`src/rtl/rand_req_host_pkg.sv`:
```
// Shared types for the byte-serial random-number request host: request encoding,
// FSM states, default timing parameters and the byte-count helper.
package rand_req_host_pkg;

  localparam int DEFAULT_TIMEOUT_CYCLES = 4096;
  localparam int DEFAULT_GAP_CYCLES     = 1;

  typedef enum logic [1:0] {
    SIZE_16   = 2'd0,
    SIZE_32   = 2'd1,
    SIZE_64   = 2'd2,
    SIZE_RSVD = 2'd3
  } req_size_e;

  // bit2 selects RDSEED (1) or RDRAND (0); bits1:0 carry the size code.
  typedef struct packed {
    logic      seed;
    req_size_e size;
  } rand_req_t;

  typedef enum logic [1:0] {
    ST_IDLE,
    ST_REQ,
    ST_RESP,
    ST_GAP
  } state_e;

  // Returns 0 for the reserved size so callers can reject it without a request.
  function automatic logic [3:0] req_bytes(input req_size_e size);
    case (size)
      SIZE_16: return 4'd2;
      SIZE_32: return 4'd4;
      SIZE_64: return 4'd8;
      default: return 4'd0;
    endcase
  endfunction

endpackage

```
`src/rtl/rand_req_host_assembler.sv`:
```
// Little-endian byte collector: writes each captured byte into the next lane of a
// 64-bit word and flags the capture that completes the requested byte count.
module rand_byte_assembler (
  input  logic        clk,
  input  logic        srst,
  input  logic        clear,
  input  logic        capture,
  input  logic [7:0]  byte_in,
  input  logic [3:0]  nbytes,
  output logic [63:0] data,
  output logic        last
);

  logic [3:0] idx_reg;
  logic       room;

  // The index saturates at nbytes; captures beyond that are dropped.
  assign room = idx_reg < nbytes;
  assign last = capture && room && ((idx_reg + 4'd1) == nbytes);

  always_ff @(posedge clk) begin
    if (srst || clear) begin
      idx_reg <= 4'd0;
    end else if (capture && room) begin
      idx_reg <= idx_reg + 4'd1;
    end
  end

  generate
    for (genvar gi = 0; gi < 8; gi++) begin : g_lane
      logic [7:0] lane_reg;

      always_ff @(posedge clk) begin
        if (srst || clear) begin
          lane_reg <= 8'h00;
        end else if (capture && room && (idx_reg == 4'(gi))) begin
          lane_reg <= byte_in;
        end
      end

      assign data[8*gi +: 8] = lane_reg;
    end
  endgenerate

endmodule

```
`src/rtl/rand_req_host.sv`:
```
// Initiator for the byte-serial CPU random-number interface. Optional statistics
// outputs are enabled by defining RAND_REQ_HOST_STATS_EN.
module rand_req_host
  import rand_req_host_pkg::*;
#(
  parameter int TIMEOUT_CYCLES = DEFAULT_TIMEOUT_CYCLES,
  parameter int GAP_CYCLES     = DEFAULT_GAP_CYCLES
) (
  input  logic        clk,
  input  logic        rst,
  input  logic        cmd_valid,
  output logic        cmd_ready,
  input  logic [2:0]  cmd_type,
  output logic        rand_req,
  output logic [2:0]  rand_req_type,
  input  logic [7:0]  rand_byte,
  input  logic        rand_valid,
  output logic        rsp_valid,
  input  logic        rsp_ready,
  output logic [63:0] rsp_data,
  output logic        rsp_ok
`ifdef RAND_REQ_HOST_STATS_EN
  ,
  output logic [15:0] stat_done,
  output logic [15:0] stat_timeout,
  output logic [15:0] stat_stray
`endif
);

  localparam int TW = $clog2(TIMEOUT_CYCLES + 1);
  localparam int GW = $clog2(GAP_CYCLES + 1);
  localparam logic [TW-1:0] TIMER_LAST = TW'(TIMEOUT_CYCLES - 1);
  localparam logic [GW-1:0] GAP_LAST   = GW'(GAP_CYCLES - 1);

  state_e         state_reg, state_next;
  rand_req_t      type_reg;
  rand_req_t      cmd_req;
  logic [TW-1:0]  timer_reg;
  logic [GW-1:0]  gap_reg;
  logic           ok_reg;
  logic           rand_req_reg;
  logic           cmd_fire;
  logic           capture;
  logic           byte_last;
  logic           timeout_hit;
  logic [3:0]     nbytes;

  assign cmd_req     = rand_req_t'(cmd_type);
  assign cmd_fire    = cmd_valid && cmd_ready;
  assign capture     = (state_reg == ST_REQ) && rand_valid;
  // A byte on the expiry cycle takes priority over the abort.
  assign timeout_hit = (state_reg == ST_REQ) && !rand_valid && (timer_reg == TIMER_LAST);
  assign nbytes      = req_bytes(type_reg.size);

  rand_byte_assembler u_asm (
    .clk     (clk),
    .srst    (rst),
    .clear   (cmd_fire),
    .capture (capture),
    .byte_in (rand_byte),
    .nbytes  (nbytes),
    .data    (rsp_data),
    .last    (byte_last)
  );

  always_ff @(posedge clk) begin
    if (rst) begin
      state_reg <= ST_IDLE;
    end else begin
      state_reg <= state_next;
    end
  end

  always_comb begin
    state_next = state_reg;
    case (state_reg)
      ST_IDLE: begin
        if (cmd_fire) begin
          state_next = (req_bytes(cmd_req.size) == 4'd0) ? ST_RESP : ST_REQ;
        end
      end
      ST_REQ: begin
        if (byte_last || timeout_hit) begin
          state_next = ST_RESP;
        end
      end
      ST_RESP: begin
        if (rsp_ready) begin
          state_next = ST_GAP;
        end
      end
      ST_GAP: begin
        if (gap_reg == GAP_LAST) begin
          state_next = ST_IDLE;
        end
      end
      default: state_next = ST_IDLE;
    endcase
  end

  always_comb begin
    cmd_ready = (state_reg == ST_IDLE) && !rst;
    rsp_valid = (state_reg == ST_RESP);
  end

  always_ff @(posedge clk) begin
    if (rst) begin
      type_reg     <= '0;
      timer_reg    <= '0;
      gap_reg      <= '0;
      ok_reg       <= 1'b0;
      rand_req_reg <= 1'b0;
    end else begin
      // Registered so the request drops the cycle after the final byte.
      rand_req_reg <= (state_next == ST_REQ);
      if (cmd_fire) begin
        type_reg  <= cmd_req;
        timer_reg <= '0;
        ok_reg    <= 1'b0;
      end else if (capture) begin
        timer_reg <= '0;
      end else if (state_reg == ST_REQ) begin
        timer_reg <= timer_reg + 1'b1;
      end
      if (byte_last) begin
        ok_reg <= 1'b1;
      end
      gap_reg <= (state_reg == ST_GAP) ? gap_reg + 1'b1 : '0;
    end
  end

  assign rand_req      = rand_req_reg;
  assign rand_req_type = type_reg;
  assign rsp_ok        = ok_reg;

`ifdef RAND_REQ_HOST_STATS_EN
  logic [15:0] stat_done_reg, stat_timeout_reg, stat_stray_reg;
  logic        resp_entry;

  assign resp_entry = (state_reg != ST_RESP) && (state_next == ST_RESP);

  always_ff @(posedge clk) begin
    if (rst) begin
      stat_done_reg    <= '0;
      stat_timeout_reg <= '0;
      stat_stray_reg   <= '0;
    end else begin
      if (resp_entry && byte_last && (stat_done_reg != 16'hFFFF)) begin
        stat_done_reg <= stat_done_reg + 16'd1;
      end
      if (resp_entry && !byte_last && (stat_timeout_reg != 16'hFFFF)) begin
        stat_timeout_reg <= stat_timeout_reg + 16'd1;
      end
      if (rand_valid && (state_reg != ST_REQ) && (stat_stray_reg != 16'hFFFF)) begin
        stat_stray_reg <= stat_stray_reg + 16'd1;
      end
    end
  end

  assign stat_done    = stat_done_reg;
  assign stat_timeout = stat_timeout_reg;
  assign stat_stray   = stat_stray_reg;
`endif

endmodule
```
`config.mk`:
```
export PLATFORM = sky130hd
export DESIGN_NAME = rand_req_host
export DESIGN_NICKNAME = d
export VERILOG_FILES = /design/src/rtl/rand_req_host_pkg.sv /design/src/rtl/rand_req_host_assembler.sv /design/src/rtl/rand_req_host.sv
export SDC_FILE = /design/constraint.sdc
export NUM_CORES = 1
export LEC_CHECK = 0
export ABC_AREA = 1
export CAP_MARGIN = 20
export CORE_ASPECT_RATIO = 1.75
export CORE_MARGIN = 2
export CORE_UTILIZATION = 53
export DETAILED_ROUTE_END_ITERATION = 6
export PLACE_DENSITY_LB_ADDON = 0.15
export SLEW_MARGIN = 15
export SYNTH_ARGS = -nofsm -noshare
export SYNTH_HDL_FRONTEND = slang
export SYNTH_SLANG_ARGS = --single-unit
```
`constraint.sdc`:
```
create_clock -name clk -period 4.75 [get_ports clk]
set_input_delay 0.95 -clock clk [delete_from_list [all_inputs] [get_ports clk]]
set_output_delay 0.95 -clock clk [all_outputs]
set_load 0.01 [all_outputs]
```
## Yosys cells after proc, flatten, opt, wreduce, memory -nomap -nowiden

Index checks and enable logic that the tools add are counted.

| cells by class | value |
|---|---|
| add/subtract/negate cells | 3 |
| multipliers | 0 |
| div/mod/pow operators | 0 |
| $lt $le $gt $ge | 1 |
| eq/ne operators | 17 |
| shifts and indexed selects | 0 |
| multiplexer cells | 12 |
| bitwise operators | 1 |
| reductions and logical operators | 27 |

Operators with widths:

| cell | number |
|---|---|
| 4-bit one-hot mux with 3 select lines | 2 |
| 4-bit by 3-bit == test with 1-bit output (second input constant) | 4 |
| 1-bit logical AND | 15 |
| 13-bit by 1-bit adder with 13-bit output (second input constant) | 1 |
| 13-bit by 12-bit == test with 1-bit output (second input constant) | 1 |
| 2-bit 2-to-1 mux | 5 |
| 2-bit by 1-bit == test with 1-bit output (second input constant) | 4 |
| 2-bit == test (second input constant) | 4 |
| 4-bit by 2-bit == test with 1-bit output (second input constant) | 2 |
| 4-bit logical NOT | 2 |
| 4-bit 2-to-1 mux | 2 |
| 2-bit one-hot mux with 4 select lines | 1 |
| 2-bit logical NOT | 3 |
| 4-bit by 1-bit adder with 4-bit output (second input constant) | 1 |
| 4-bit by 1-bit == test with 1-bit output (second input constant) | 1 |
| 4-bit == test | 1 |
| 4-bit < comparator | 1 |
| 3-bit OR reduction | 1 |
| 1-bit logical NOT | 2 |
| 1-bit logical OR | 2 |
| 1-bit 2-to-1 mux | 2 |
| 2-bit nonzero test | 1 |
| 2-bit OR reduction | 1 |
| 1-bit adder (second input constant) | 1 |
| 1-bit inverter | 1 |

| storage, ports and cells | value |
|---|---|
| register bits after elaboration | 89 |
| bits in latches | 0 |
| memory bits (writable) | 0 |
| ROM bits | 0 |
| input port bits | 16 |
| word-level logic and storage cells | 77 |
| memories | 0 |

## Logic depth before layout (Yosys ltp)

Gate-level depths: netlist of the first run.

| logic depth | value |
|---|---|
| depth after elaboration | 10 |
| depth in mapped cells | 15 |
| mapped depth without buffers | 14 |

## Hierarchy

A second synthesis of the first run with hierarchy kept.

| second synthesis, totals | value |
|---|---|
| cell total of the unflattened synthesis | 708 |
| area total of the unflattened synthesis | 4742.0 µm² |

By module, submodules not included:

| module | times used | cells each | area each (µm²) |
|---|---|---|---|
| rand_byte_assembler | 1 | 565 | 3728.6 |
| rand_req_host | 1 | 143 | 1013.5 |

## Worst setup path before layout of the first run

OpenSTA, ideal clock, no wires.

| timing path | value |
|---|---|
| kind | in2out |
| start point | input rst |
| end point | output cmd_ready |
| data arrival time | 1298 ps |
| path slack | 2502 ps |
| stages | 1 |
| path buffers | 0 |
| cell sequence | nor3_1 |

| on the way | value |
|---|---|
| word-level cells in the longest chain between the ends | 2 |

Ends and longest elaborated chain:

| what | line | source |
|---|---|---|
| from (decl) | rand_req_host.sv:10 | `input logic rst,` |
| 1-bit logical NOT | rand_req_host.sv:102 | `cmd_ready = (state_reg == ST_IDLE) && !rst;` |
| 1-bit logical AND | rand_req_host.sv:102 |  |
| to (decl) | rand_req_host.sv:12 | `output logic cmd_ready,` |

Every way passes these cells.

## Worst setup path in the final report of the first run

Ends and elaborated chain as after synthesis.

==> summary.txt, run 1 <==
Critical path
  • Crit-path max FO: 6
  • Crit path arrival time: 2.44 ns
  • Critical Path RT: 3.80 ns
  • CP startpoint kind: primary input
  • Endpoint class of the critical path: output port
  • Worst Setup Path Type: in2out
  • CP max stage cell: clkdlybuf4s50_1
  • Most Frequent Cell on Critical Path: clkdlybuf4s50_1
  • Max stage delay on crit path: roughly 0.60 ns
  • CP Cell Sequence: clkdlybuf4s50_1 -> nor3_1 -> clkdlybuf4s50_1

Timing
  • Fin crit period: around 3.4 ns
  • Hold Slack: 0.421 ns
  • Sum Neg Setup Slack: 0 ns
  • Final worst slack: between 1 and 1.5 ns
  • Unrepaired setup endpoints after global routing: false
  • Worst rel slew slack: 0.510
  • Fmax: 295 MHz
  • Setup violators final: 0
  • Period utilization: 0.713
  • Worst Clk Skew: 0.00518 ns
  • Final Hold Fails: 0
  • Worst Max-Slew Pin Slew: 0.735 ns
  • Slew Viols, Final: 0

Detailed routing
  • Vias per inst: 5.05
  • Via Count: 3230
  • DR WL/cell: between 10 and 15 um
  • Detail Route Antenna Nets: 0
  • Pre-antenna DRT Iters: 4
  • Final wirelength: 8.49 mm
  • 1st-iter DRT viols: 255
  • DRC errors left: 0

Global route
  • Initial antenna violation count: 0
  • First-pass GRT wire length: ~13 mm
  • GR Util met2: 0.426
  • Largest net degree at the start of global routing: 73
  • M1 GR Usage: 0.256
  • Gr ovfl total: 0
  • Most Crowded Layer GR: met2
  • Gr usage total: 0.235
  • Vias in the first global route: 2837
  • M3 GR Usage: 0.0641

Floorplanning
  • Starting density of the core: 0.540
  • Core Rows: 40
  • Die area: roughly 0.0076 mm^2
  • Core area: 0.00676 mm^2
  • Die extent in y: 114 um
  • Die Width: 66.7 um
  • I/O pin count: 87

Logic synthesis
  • Syn Std Cell Area: 0.00365 mm^2
  • Area contributors post-synth: dfxtp_1 49%, a21oi_1 11%, inv_1 10%, o21ai_0 9.6%, nand2_1 3.8%
  • Area leader, netlist: dfxtp_1
  • Cells after Synth: 469
  • Post-synth top area share: 0.489
  • Yosys reg bits: 89
  • Ys Warns: 0
  • Post-synthesis sequential area ratio: 0.489
  • Yosys cell types: 28
  • Avg Inst Size Synth: 7.77 um^2
  • Syn nets: about 500

Clock tree
  • Cts hold-fix bufs: 0
  • Worst-path clk slew: 0.06 ns
  • Total CTS buffers: 9
  • Longest Clk Path Bufs: 2
  • Total clock sinks: 89
  • CTS Root Buffer Type: clkbuf_16
  • Post-CTS setup buffer count: 0
  • CTS tree: built
  • Htree depth: 3
  • Clk_lat worst skew: 0.34 ns
  • Resize count post-CTS: 0

Run status
  • Outcome: finished, final reports clean

Placement
  • Dpl ws: 1.37 ns
  • Port Buffers: between 80 and 90
  • Cells after DPL: a little over 600
  • GP Congestion: about 0.79
  • Detailed-placement wirelength estimate: between 5 and 6 mm

Layout
  • Layout cells sized above 1: 0.0486
  • Max reg flops: 64
  • Finished Layout Cells: 639
  • Total inserted antenna cells: 0
  • Most frequent cells in the layout: 99 x inv_1, 89 x dfxtp_1, 86 x clkdlybuf4s50_1
  • P&R area growth vs syn: 33.9%
  • Most common cell after layout, fill and taps aside: inv_1
  • Final nets: 573
  • Layout Utilization: 0.723
  • Fillers: approximately 540

Pwr
  • PD cells: 355 mW/mm^2
  • Pleak: 0.00171 uW
  • VDD IR max: 0.247 mV

Min path
  • Hold Crit Class: reg2reg

Job
  • Max cap viols: 0
## path summary, 6_finish.rpt
check | start | endpoint | slack (ns) | depth (start not counted)
setup / recovery | rst | cmd_ready | 1.36 | 3
hold / removal | gap_reg | gap_reg | 0.42 | 1
setup reg to reg | rand_req_type[1] | u_asm.g_lane[0].lane_reg[7] | 2.07 | 10
hold reg to reg | gap_reg | gap_reg | 0.42 | 1
## synth_stat cells, drive strengths merged
| cell type | n |
|---|---|
| o21bai | 1 |
| buf | 11 |
| inv | 101 |
| nor2 | 21 |
| a31oi | 1 |
| o22ai | 1 |
| or2 | 1 |
| nand4 | 4 |
| a21oi | 78 |
| nand2 | 40 |
| o21ai | 82 |
| nand3 | 21 |
| dfxtp | 89 |
| nor4 | 1 |
| nor3 | 2 |
| clkbuf | 5 |
| nor3b | 2 |
| a22o | 1 |
| ha | 7 |
## cell type report
| cell class | count | area (um^2) | area share |
|---|---|---|---|
| clock buffers | 12 | 267 | 0.0546 |
| clock inverters | 4 | 97.6 | 0.0200 |
| inverters | 101 | 379 | 0.0777 |
| multi-input cells | 263 | 1390 | 0.285 |
| flip-flops and latches | 89 | 1780 | 0.365 |
| well taps | 84 | 105 | 0.0215 |
| repair buffers | 86 | 861 | 0.176 |
## critical path: cells and delay by family
| family | cells | cell delay (ns) |
|---|---|---|
| AND/OR/NAND/NOR | 1 | 0.31 |
| buffers and inverters | 2 | 1.18 |
## per-layer routing
layer	routed length, um	share of wire
met5	0	0
met2	4660	0.55
met3	418	0.049
met4	131	0.015
met1	3280	0.39
## metrics by stage
stage / cell area [um^2] / power [uW]
after global placement: 4520 / 909
final: 4880 / 1740
after detailed placement: 4520 / 912
after floorplan: 3650 / 860
after CTS: 4880 / 1740
after global routing: 4880 / 1790
## logic make-up after synthesis
| kind of cell | count (synthesis) | share of synthesized area |
|---|---|---|
| buffers and inverters | 117 | 0.130 |
| adder cells (fa/ha/maj) | 7 | 0.0240 |
| AO/OA/AOI/OAI | 164 | 0.228 |
| flip-flops | 89 | 0.489 |
| AND/OR/NAND/NOR | 92 | 0.130 |
## report_power, final
group          internal, uW  switching (uW)  total (uW)
Sequential              757            10.1         767
Combinational          50.8            79.7         131
Clock                   557             281         838
Total                  1360             371        1740
No activity file was read; power rests on OpenSTA's default activity.
==> inputs of run 2 (changes only) <==
--- a/config.mk
+++ b/config.mk
@@ -9,7 +9,7 @@
 export CAP_MARGIN = 20
 export CORE_ASPECT_RATIO = 1.75
 export CORE_MARGIN = 2
-export CORE_UTILIZATION = 53
+export CORE_UTILIZATION = 45
 export DETAILED_ROUTE_END_ITERATION = 6
 export PLACE_DENSITY_LB_ADDON = 0.15
 export SLEW_MARGIN = 15
==> constraint.sdc (replaced) <==
create_clock -name clk -period 2.9 [get_ports clk]
set_input_delay 0.58 -clock clk [delete_from_list [all_inputs] [get_ports clk]]
set_output_delay 0.58 -clock clk [all_outputs]
set_load 0.01 [all_outputs]
==> run 2 against run 1 <==
Wire length decreased by 0.60%. Worst hold slack got worse by 0.0054 ns. Count of clock-buffer cells in the layout decreased by 2. Total power increased by 49%. Sequential power increased by 64%. Critical endpoint is now u_asm.g_lane[0].lane_reg[4]. Largest power group is now sequential cells. Highest routed layer unchanged.
==> summary.txt, run 2 (synthesis gave the netlist of run 1 again) <==
Global route
  • Gr usage total: 0.200 (was 0.235)
  • Vias in the first global route: 2943 (was 2837)
  • Largest net degree at the start of global routing: 73 (unchanged)
  • First-pass GRT wire length: 13.6 mm (was 13.4 mm)
  • Initial antenna violation count: 0 (unchanged)
  • Gr ovfl total: 0 (unchanged)

Clock tree
  • Post-CTS setup buffer count: 0 (unchanged)
  • Longest Clk Path Bufs: 2 (unchanged)
  • Resize count post-CTS: 0 (unchanged)
  • Cts hold-fix bufs: 0 (unchanged)
  • Total clock sinks: 89 (unchanged)
  • Htree depth: 3 (unchanged)
  • CTS Root Buffer Type: clkbuf_16 (unchanged)
  • Total CTS buffers: 9 (unchanged)
  • Worst-path clk slew: 0.06 ns (about the same)
  • Clk_lat worst skew: 0.34 ns (about the same)
  • CTS tree: built (unchanged)

Floorplanning
  • Core Rows: 43 (was 40)
  • I/O pin count: 87 (unchanged)
  • Die extent in y: 123 um (was 114 um)
  • Starting density of the core: 0.461 (was 0.540)
  • Die Width: 72.0 um (was 66.7 um)
  • Die area: 0.00887 mm^2 (was 0.00758 mm^2)
  • Core area: 0.00791 mm^2 (was 0.00676 mm^2)

Detailed routing
  • Pre-antenna DRT Iters: 4 (unchanged)
  • DR WL/cell: 13.0 um (was 13.3 um)
  • Final wirelength: 8.44 mm (was 8.49 mm)
  • Via Count: 3206 (was 3230)
  • Vias per inst: 4.95 (was 5.05)
  • DRC errors left: 0 (unchanged)
  • Detail Route Antenna Nets: 0 (unchanged)
  • 1st-iter DRT viols: 211 (was 255)

Job
  • Max cap viols: 0 (unchanged)

Critical path
  • Worst r2r src: rand_req_type[1] (unchanged)
  • Worst Setup Path Type: reg2reg (was in2out)
  • CP Cell Sequence: inv_1 -> nor2_1 -> inv_1 -> ha_1 -> a21oi_1 -> nand2_1 -> nor2_4 -> nand3_1 -> o21ai_0 -> a21oi_1 (was clkdlybuf4s50_1 -> nor3_1 -> clkdlybuf4s50_1)
  • CP max stage cell: nand3_1 (was clkdlybuf4s50_1)
  • R2r setup slk: 0.22 ns (was 2.07 ns)
  • Max stage delay on crit path: 0.48 ns (was 0.60 ns)
  • Critical Path Source: rand_req_type[1] (was rst)
  • Crit-path max FO: 16 (was 6)
  • Endpoint class of the critical path: flop (was output port)
  • Critical Path RT: 3.10 ns (was 3.80 ns)
  • Crit path arrival time: 2.88 ns (was 2.44 ns)
  • CP startpoint kind: flop (was primary input)

Layout
  • Most frequent cells in the layout: 99 x inv_1, 89 x dfxtp_1, 86 x clkdlybuf4s50_1 (unchanged)
  • P&R area growth vs syn: 32.6% (was 33.9%)
  • Reg area: 0.00178 mm^2 (unchanged)
  • Total inserted antenna cells: 0 (unchanged)
  • Max reg flops: 64 (unchanged)
  • Fillers: 738 (was 543)
  • Footprint of the multi-input gates: 0.00139 mm^2 (unchanged)
  • Layout cells sized above 1: 0.0520 (was 0.0486)
  • Most common cell after layout, fill and taps aside: inv_1 (unchanged)
  • Layout Utilization: 0.611 (was 0.723)
  • Final nets: 576 (was 573)

Timing
  • Fmax: around 370 MHz
  • Period utilization: 0.923
  • Fin crit period: 2.68 ns
  • Final Hold Fails: 0 (unchanged)
  • Worst Clk Skew: 0.00668 ns (was 0.00518 ns)
  • Hold Slack: 0.415 ns (was 0.421 ns)
  • Worst rel slew slack: 0.497 (was 0.510)
  • Worst Max-Slew Pin Slew: 0.754 ns (was 0.735 ns)
  • Slew Viols, Final: 0 (unchanged)
  • Unrepaired setup endpoints after global routing: true (was false)
  • Setup violators final: 0 (unchanged)

Pwr
  • VDD IR max: 0.338 mV (was 0.247 mV)
  • PD cells: 535 mW/mm^2 (was 355 mW/mm^2)
  • Pleak: 0.00169 uW (was 0.00171 uW)

Min path
  • Hold_sp: gap_reg (unchanged)
  • Hold Crit Class: reg2reg (unchanged)

Placement
  • Port Buffers: 86 (unchanged)
  • Detailed-placement wirelength estimate: 6.15 mm (was 5.91 mm)
  • GP Congestion: 0.781 (was 0.790)

Run status
  • Outcome: finished, final reports clean (unchanged)
-- run 2: cell types whose count changed in the layout (fill, tap and decap cells not counted), sizes merged --
| cell | previous run | this run |
|---|---|---|
| clkinvlp | 1 | 0 |
| bufinv | 3 | 1 |
| clkbuf | 12 | 10 |
| clkinv | 0 | 5 |
| buf | 0 | 3 |
-- run 2: layout make-up --
| cell class | instances | share of cell area |
|---|---|---|
| flip-flops and latches | 89 | 0.368 |
| repair buffers | 89 | 0.183 |
| multi-input cells | 263 | 0.288 |
| clock buffers | 10 | 0.0473 |
| clock inverters | 6 | 0.0122 |
| well taps | 90 | 0.0233 |
| inverters | 101 | 0.0784 |
-- run 2: report_power, final --
part           internal, uW  total (uW)  switching (uW)  leakage [uW]
registers              1240        1260            16.9      0.000718
logic                  84.2         213             129      0.000829
clock network           662        1120             455      0.000146
-- run 2: routing by layer --
metal  wire, um  part of all wire  global-route usage  vias up
met5          0                 0                   0        -
met4        221             0.026              0.0991        0
met3        246             0.029              0.0350       14
met2       4560              0.54               0.366       56
met1       3400              0.40               0.217     1453
li1           -                 -                   -     1683
-- run 2: critical path: cells and delay by family, from the launching register on --
kind            cells  cell delay, ns
fa+ha+maj           1            0.31
flops               1            0.43
buf+inv             2            0.18
compound gates      3            0.56
simple gates        4            1.06
-- run 2: path summary, 6_finish.rpt --
path	endpoint	depth (start not counted)
max	u_asm.g_lane[0].lane_reg[4]	10
min	gap_reg	1
max reg2reg	u_asm.g_lane[0].lane_reg[4]	10
min reg2reg	gap_reg	1
-- run 2: through the flow --
step                      worst slack [ns]  instances  area, um^2  setup TNS [ns]  power [uW]
after global routing                -0.110        648        4840           -1.59        2690
after global placement               0.297        632        4550               0        1490
after CTS                            0.195        648        4840               0        2610
after detailed placement             0.230        632        4550               0        1500
after floorplan                      0.925        469        3650               0        1410
final                                0.224        648        4840               0        2590
==> inputs of run 3 (changes only) <==
--- a/config.mk
+++ b/config.mk
@@ -12,7 +12,7 @@
 export CORE_UTILIZATION = 45
 export DETAILED_ROUTE_END_ITERATION = 6
 export PLACE_DENSITY_LB_ADDON = 0.15
-export SLEW_MARGIN = 15
+export SLEW_MARGIN = 25
 export SYNTH_ARGS = -nofsm -noshare
 export SYNTH_HDL_FRONTEND = slang
 export SYNTH_SLANG_ARGS = --single-unit
==> results of run 3 <==
The final DEF is identical to that of run 2; final timing and power are the same.
